--- src/rtl/dsp_post_adder_accum.sv ---
// DSP48A1 post-adder/accumulator: OPMODE-selected X/Z operands, Z +/- (X + CIN),
// optional P/CARRYOUT register with accumulator feedback and cascade output.
module dsp_post_adder_accum #(
  parameter int    WIDTH      = 48,
  parameter int    MWIDTH     = 36,
  parameter bit    OPMODEREG  = 1'b1,
  parameter bit    CARRYINREG = 1'b1,
  parameter bit    PREG       = 1'b1,
  parameter string CARRYINSEL = "OPMODE5"
) (
  input  logic              CLK,
  input  logic              RST,
  input  logic              CEOPMODE,
  input  logic              CECARRYIN,
  input  logic              CEP,
  input  logic [7:0]        OPMODE,
  input  logic [MWIDTH-1:0] M,
  input  logic [WIDTH-1:0]  DAB,
  input  logic [WIDTH-1:0]  C,
  input  logic [WIDTH-1:0]  PCIN,
  input  logic              CARRYIN,
  output logic [WIDTH-1:0]  P,
  output logic [WIDTH-1:0]  PCOUT,
  output logic              CARRYOUT,
  output logic              CARRYOUTF
);

  localparam bit CIN_FROM_PORT = (CARRYINSEL == "CARRYIN");

  logic [7:0]       r_opmode;
  logic             r_cin;
  logic [WIDTH-1:0] r_p;
  logic             r_carry;

  logic [7:0]       w_opm;
  logic             w_cin_src;
  logic             w_cin;
  logic [WIDTH-1:0] w_m_ext;
  logic [WIDTH-1:0] w_x;
  logic [WIDTH-1:0] w_z;
  logic [WIDTH:0]   w_sum;
  logic             w_unused;

  assign w_opm     = OPMODEREG ? r_opmode : OPMODE;
  assign w_unused  = ^{w_opm[6], w_opm[4]};
  assign w_m_ext   = {{(WIDTH-MWIDTH){M[MWIDTH-1]}}, M};
  assign w_cin_src = CIN_FROM_PORT ? CARRYIN : w_opm[5];
  assign w_cin     = CARRYINREG ? r_cin : w_cin_src;

  // Without a P register, a P select would close a combinational loop; read it as zero.
  always_comb begin
    w_x = '0;
    case (w_opm[1:0])
      2'd0: w_x = '0;
      2'd1: w_x = w_m_ext;
      2'd2: w_x = PREG ? r_p : '0;
      2'd3: w_x = DAB;
    endcase
  end

  always_comb begin
    w_z = '0;
    case (w_opm[3:2])
      2'd0: w_z = '0;
      2'd1: w_z = PCIN;
      2'd2: w_z = PREG ? r_p : '0;
      2'd3: w_z = C;
    endcase
  end

  // Top bit is carry when adding and borrow when subtracting.
  always_comb begin
    if (w_opm[7])
      w_sum = {1'b0, w_z} - ({1'b0, w_x} + {{WIDTH{1'b0}}, w_cin});
    else
      w_sum = {1'b0, w_z} + {1'b0, w_x} + {{WIDTH{1'b0}}, w_cin};
  end

  always_ff @(posedge CLK or posedge RST) begin
    if (RST)           r_opmode <= '0;
    else if (CEOPMODE) r_opmode <= OPMODE;
  end

  always_ff @(posedge CLK or posedge RST) begin
    if (RST)            r_cin <= 1'b0;
    else if (CECARRYIN) r_cin <= w_cin_src;
  end

  always_ff @(posedge CLK or posedge RST) begin
    if (RST) begin
      r_p     <= '0;
      r_carry <= 1'b0;
    end else if (CEP) begin
      r_p     <= w_sum[WIDTH-1:0];
      r_carry <= w_sum[WIDTH];
    end
  end

  assign P         = PREG ? r_p     : w_sum[WIDTH-1:0];
  assign CARRYOUT  = PREG ? r_carry : w_sum[WIDTH];
  assign PCOUT     = P;
  assign CARRYOUTF = CARRYOUT;

endmodule

--- config.mk ---
export PLATFORM = sky130hd
export DESIGN_NAME = dsp_post_adder_accum
export DESIGN_NICKNAME = d
export VERILOG_FILES = /design/src/rtl/dsp_post_adder_accum.sv
export SDC_FILE = /design/constraint.sdc
export NUM_CORES = 1
export LEC_CHECK = 0
export CORE_MARGIN = 2
export CORE_UTILIZATION = 52
export CTS_BUF_LIST = sky130_fd_sc_hd__clkbuf_8
export DETAILED_ROUTE_END_ITERATION = 6
export PLACE_DENSITY = 0.83
export RECOVER_POWER = 25
export SLEW_MARGIN = 10
export SYNTH_ARGS = -nofsm -noshare
export SYNTH_HDL_FRONTEND = slang
export SYNTH_SLANG_ARGS = --single-unit
--- constraint.sdc ---
create_clock -name CLK -period 6.3 [get_ports CLK]
set_input_delay 0.945 -clock CLK [delete_from_list [all_inputs] [get_ports CLK]]
set_output_delay 0.945 -clock CLK [all_outputs]
set_load 0.03 [all_outputs]
---- After elaboration in Yosys (flattened, before gate mapping) ----
Cells that the tools add are included.
operators by class
  add/subtract/negate cells ............... 4
  equal/unequal tests ..................... 6
  multiplexer cells ....................... 3
  reductions and logical operators ........ 2
operator list
  kind                                                             count
  48-bit case mux with 4 select lines                              2
  48-bit by 1-bit adder with 49-bit output                         1
  48-bit by 48-bit adder with 49-bit output                        1
  49-bit by 1-bit adder with 49-bit output                         1
  49-bit 2-to-1 mux                                                1
  48-bit by 49-bit subtractor with 49-bit output                   1
  2-bit == test, second input constant                             4
  2-bit by 1-bit == test with 1-bit output, second input constant  2
  2-bit zero test                                                  2
storage, ports and cells
  register bits ........................... 58
  input port bits ......................... 194
  output and inout bits ................... 98
  logic and storage cells ................. 19

---- Longest topological paths before layout ----
  word-level depth ........................ 5
  depth in mapped cells ................... 20
  mapped depth without buffers ............ 17

---- Least setup slack after synthesis ----
No wires, ideal clock.
  path type ............................... register to register
  from .................................... register r_opmode[3]
  to ...................................... register r_p[46], in the netlist P[46]
  setup time .............................. 0.126 ns
  data arrival time ....................... 4.547 ns
  required time ........................... 6.174 ns
  setup slack ............................. 1.627 ns
  stages on the path, launching flop included .. 18
  buffers on the path ..................... 3
  period minus slack after synthesis ...... 4.673 ns
  path through ............................ dfrtp_1 -> clkbuf_1 -> buf_1 -> buf_1 -> mux2_2 -> a22oi_1 -> fa_1 -> fa_1 -> nand2b_2 -> a2111oi_2 -> o21a_1 -> o31a_1 -> o41ai_4 -> a21boi_2 -> o31ai_4 -> a31oi_1 -> mux2i_1 -> o32a_1
between the ends
  word-level cells in the longest chain between the ends .. 5
  elaborated cells between the ends (all ways) .. 9
  those cells by class .................... 3 x add/sub; 3 x eq/ne; 2 x mux; 1 x reduce/logical
RTL lines
  what                                       RTL line  source
  from (decl)                                30        logic [7:0] r_opmode;
  from (signal assigned)                     80        if (RST) r_opmode <= '0;
  from (signal assigned)                     81        else if (CEOPMODE) r_opmode <= OPMODE;
  2-bit == test (tied with other cells)      63        case (w_opm[3:2])
  48-bit case mux with 4 select lines *      63
  48-bit by 48-bit adder with 49-bit output  76        w_sum = {1'b0, w_z} + {1'b0, w_x} + {{WIDTH{1'b0}}, w_cin};
  49-bit by 1-bit adder with 49-bit output   76
  49-bit 2-to-1 mux *                        73        if (w_opm[7])
  to (signal assigned)                       94        r_p <= w_sum[WIDTH-1:0];
  to (decl)                                  32        logic [WIDTH-1:0] r_p;
Every way passes the cells marked *; elsewhere a longest branch is shown, timed or not.
A chain may end at the register's enable or synchronous reset.

---- Final worst setup path ----
  from .................................... input DAB[0]
  to ...................................... register r_carry, in the netlist CARRYOUT
between the ends
  word-level cells in the longest chain between the ends .. 4
  elaborated cells between the ends (all ways) .. 6
  those cells by class .................... 4 x add/sub; 2 x mux
RTL lines
  what                                                                                                               RTL line  source
  from (decl)                                                                                                        18        input logic [WIDTH-1:0] DAB,
  48-bit case mux with 4 select lines *                                                                              53        case (w_opm[1:0])
  48-bit by 48-bit adder with 49-bit output / 48-bit by 1-bit adder with 49-bit output (equally long branches)       76, 74
  49-bit by 1-bit adder with 49-bit output / 48-bit by 49-bit subtractor with 49-bit output (equally long branches)  76, 74
  49-bit 2-to-1 mux *                                                                                                73
  to (signal assigned)                                                                                               95        r_carry <= w_sum[WIDTH];
  to (decl)                                                                                                          33        logic r_carry;
Marked as above.

==> flow_metrics.tcl <==
set metrics [dict create \
    area_growth_pct 24.9 \
    synth_warnings 0 \
    wl_per_cell_um 20.8 \
    postCtsHoldBufs 0 \
    routed_wl_mm 40.6 \
    crit_family "compound AO/OA/AOI/OAI gates" \
    fin_worst_skew_ns 0.0112 \
    post_cts_buffers 0 \
    cts_tree "built" \
    relSlewSlack_pct -145 \
    status "finished, violations left" \
    tightest_slew_ns 3.68 \
    core-area_sq_um 21100 \
    ys_async_sr_fraction_pct 100 \
    synthTopCellsByCount "a21oi_1, ha_1, nand2_1, inv_1, nor2_1" \
    synth_area_per_cell_sq_um 7.47 \
    synth_edf_count 0 \
    slowest_delay_ns 0.69 \
    clk_latency_ns 0.37 \
    worstSetupStartpointType "input port" \
    netlist_area_sq_um 11200 \
    fp.dieW_um 151 \
    yosys.area.top_type "ha_1" \
    crit_type "input port to flop" \
    drtAntennaViolNets 0 \
    grt_pass1_wl_mm 63.2 \
    drtPass1Iterations 5 \
    final_max_slew_viol_count 57 \
    cts_root_buf "clkbuf_8" \
    period_minus_slack_ns 5.26 \
    cp_data_required_time_ns 6.60 \
    portBuffers 288 \
    drcViolationCount 0 \
    synth_nets 1834 \
    finalNetCount 2010 \
    overflow 0 \
    drt_iter0_drc 967 \
    p_leak_nw 6.12 \
    synthCells 1497 \
    grt_pass1_vias 11654 \
    critPathSlowestCell "o41ai_1" \
    die_y_um 151 \
    fin_crit_sh_pct 83.6 \
    clock.fmax_mhz 190 \
    cts_sinks 56 \
    grt_max_degree 69 \
    n_antenna_cell 0 \
    n_fill_cell 1885 \
    worst_setup_path_end_kind "flop" \
    min_path_type "flop to flop" \
    yosysUniqueCellTypes 72 \
    path_cells "clkdlybuf4s50_1 -> mux2_2 -> a22oi_1 -> inv_1 -> fa_1 -> fa_1 -> nand2b_2 -> a2111oi_2 -> o21a_1 -> o31a_1 -> o41ai_4 -> a21oi_1 -> o41ai_1 -> xnor2_1 -> o22ai_1 -> a21oi_1" \
    io_pins 292 \
    crit_fanout 4 \
    arrival_ns 5.57 \
    routabilityCongestion 0.935 \
    die_area_sq_um 22700 \
    synthFlopType "dfrtp_1" \
    synthDominantCellAreaShare_pct 15.5 \
    maxCapViolCount 1 \
    ir_worst_vdd_uv 314 \
    fin_hold_ws_ns 0.584 \
    hold_viol 0 \
    ys_top_cells_by_area "ha_1, dfrtp_1, mux2_2, a21oi_1, a22o_1" \
    vias 12071 \
    initial_core_util_pct 53.0 \
    dp_hpwl_mm 31.6 \
    rsz0062_at_grt "false" \
    ys_seq_elements 56 \
    path_buf_inv 2 \
    clkTransAtPathRegs_ns 0.14 \
    clk_path_buf_depth 2 \
    power_density_nw_per_um2 486 \
    synth_seq_area_share_pct 12.5 \
    track_usage_pct 35.5 \
    cts_buffers 5 \
    cts_resized 0 \
    grt_antenna_before_repair 0 \
    violations "capacitance limit, slew limit" \
    ctsHtreeMaxLevel 2 \
    rows 53 \
    setup_violations 0 \
    drive_gt1_share_pct 8.96 \
    viasPerCell 6.19 \
    final.setup.tns_ns 0 \
]
## per-stage QoR
stage               utilization, %  worst slack (ns)  power, mW  area (sq um)  std cells
floorplan                        -              1.63       4.86         11200       1497
global placement              65.8             0.776       6.37         13900       1941
detailed placement            65.8             0.762       6.41         13900       1941
CTS                           66.3              1.13       6.71         14000       1949
global route                  66.2             0.831       7.29         14000       1949
finish                        66.2              1.04       6.79         14000       1949
## cells by family (layout without fill, tap and decap cells)
logic type / count (synthesis) / count (layout) / share of synthesized area [%]
DFF: 56 / 56 / 12.5
muxes: 105 / 105 / 10.5
and+or+nand+nor: 374 / 374 / 15.2
adders and majority gates: 143 / 143 / 16.3
buffers and inverters: 266 / 443 / 10.6
AOI/OAI and AO/OA: 472 / 472 / 28.6
xor gates and xnor gates: 81 / 81 / 6.34
## cells in the final DEF, fill, tap and decap left out, types with 10 or more instances in the layout
cell,synthesis,routed
mux2_2,100,100
o21bai_1,14,14
a22o_1,73,73
a211oi_1,12,12
nand4_1,24,24
o21ai_0,78,78
xor2_1,36,36
buf_4,49,21
nand2_1,127,127
a21o_1,37,37
clkdlybuf4s50_1,0,284
o21a_1,13,13
nand3_1,21,21
nor2_1,122,122
inv_1,125,124
xnor2_1,45,45
a22oi_1,11,11
nor2b_1,12,10
a31oi_1,15,15
nor3_1,24,24
a21oi_1,139,139
dfrtp_1,56,51
ha_1,139,139
## worst reg2reg max path, stage by stage (launching register included)
cell	delay (ns)
dfrtp_2	0.46
nor2b_4	0.53
a22oi_1	0.30
fa_1	0.49
fa_1	0.46
nor2b_1	0.24
o31a_1	0.23
o21ai_0	0.29
a211oi_1	0.58
nor3_1	0.19
o21ai_1	0.57
a21oi_1	0.20
nor2b_1	0.28
o32ai_1	0.14
nor3_1	0.20
## power by group
group	internal (mW)	total (mW)	switching, mW
Clock	0.0833	0.263	0.180
Combinational	2.34	5.76	3.42
Sequential	0.519	0.767	0.247
Total	2.94	6.79	3.84
## area by class of cell
cell class	count	area, sq um	share of cell area (%)
multi-input cells	1175	8610	61.7
repair buffers	310	3040	21.8
flip-flops and latches	56	1410	10.1
inverters	125	469	3.36
well taps	275	344	2.46
clock buffers	5	68.8	0.493
clock inverters	3	26.3	0.188
## routing by layer
metal | part of all wire, % | track usage (%) | routed length [um]
met1 | 43 | 47.5 | 17400
met2 | 46 | 58.5 | 18600
met3 | 8.0 | 4.97 | 3270
met4 | 3.3 | 12.2 | 1340
met5 | 0 | 0 | 0
## path summary, 6_finish.rpt
kind / slack [ns] / end / start / cells after the start
worst min-delay path: 0.58 / r_cin / r_opmode[5] / 2
worst max-delay path: 1.04 / CARRYOUT / DAB[0] / 16
min in group asynchronous: 2.43 / r_opmode[3] / RST / 3
worst max register to register: 1.07 / P[44] / r_opmode[2] / 14
max in group asynchronous: 1.56 / r_opmode[7] / RST / 3
worst min register to register: 0.58 / r_cin / r_opmode[5] / 2
## flip-flops by register name, indices dropped and copies added (netlist names)
register / count
r_opmode: 6
P: 48
CARRYOUT: 1
r_cin: 1
Note: power is estimated with default switching activity, not from simulation.
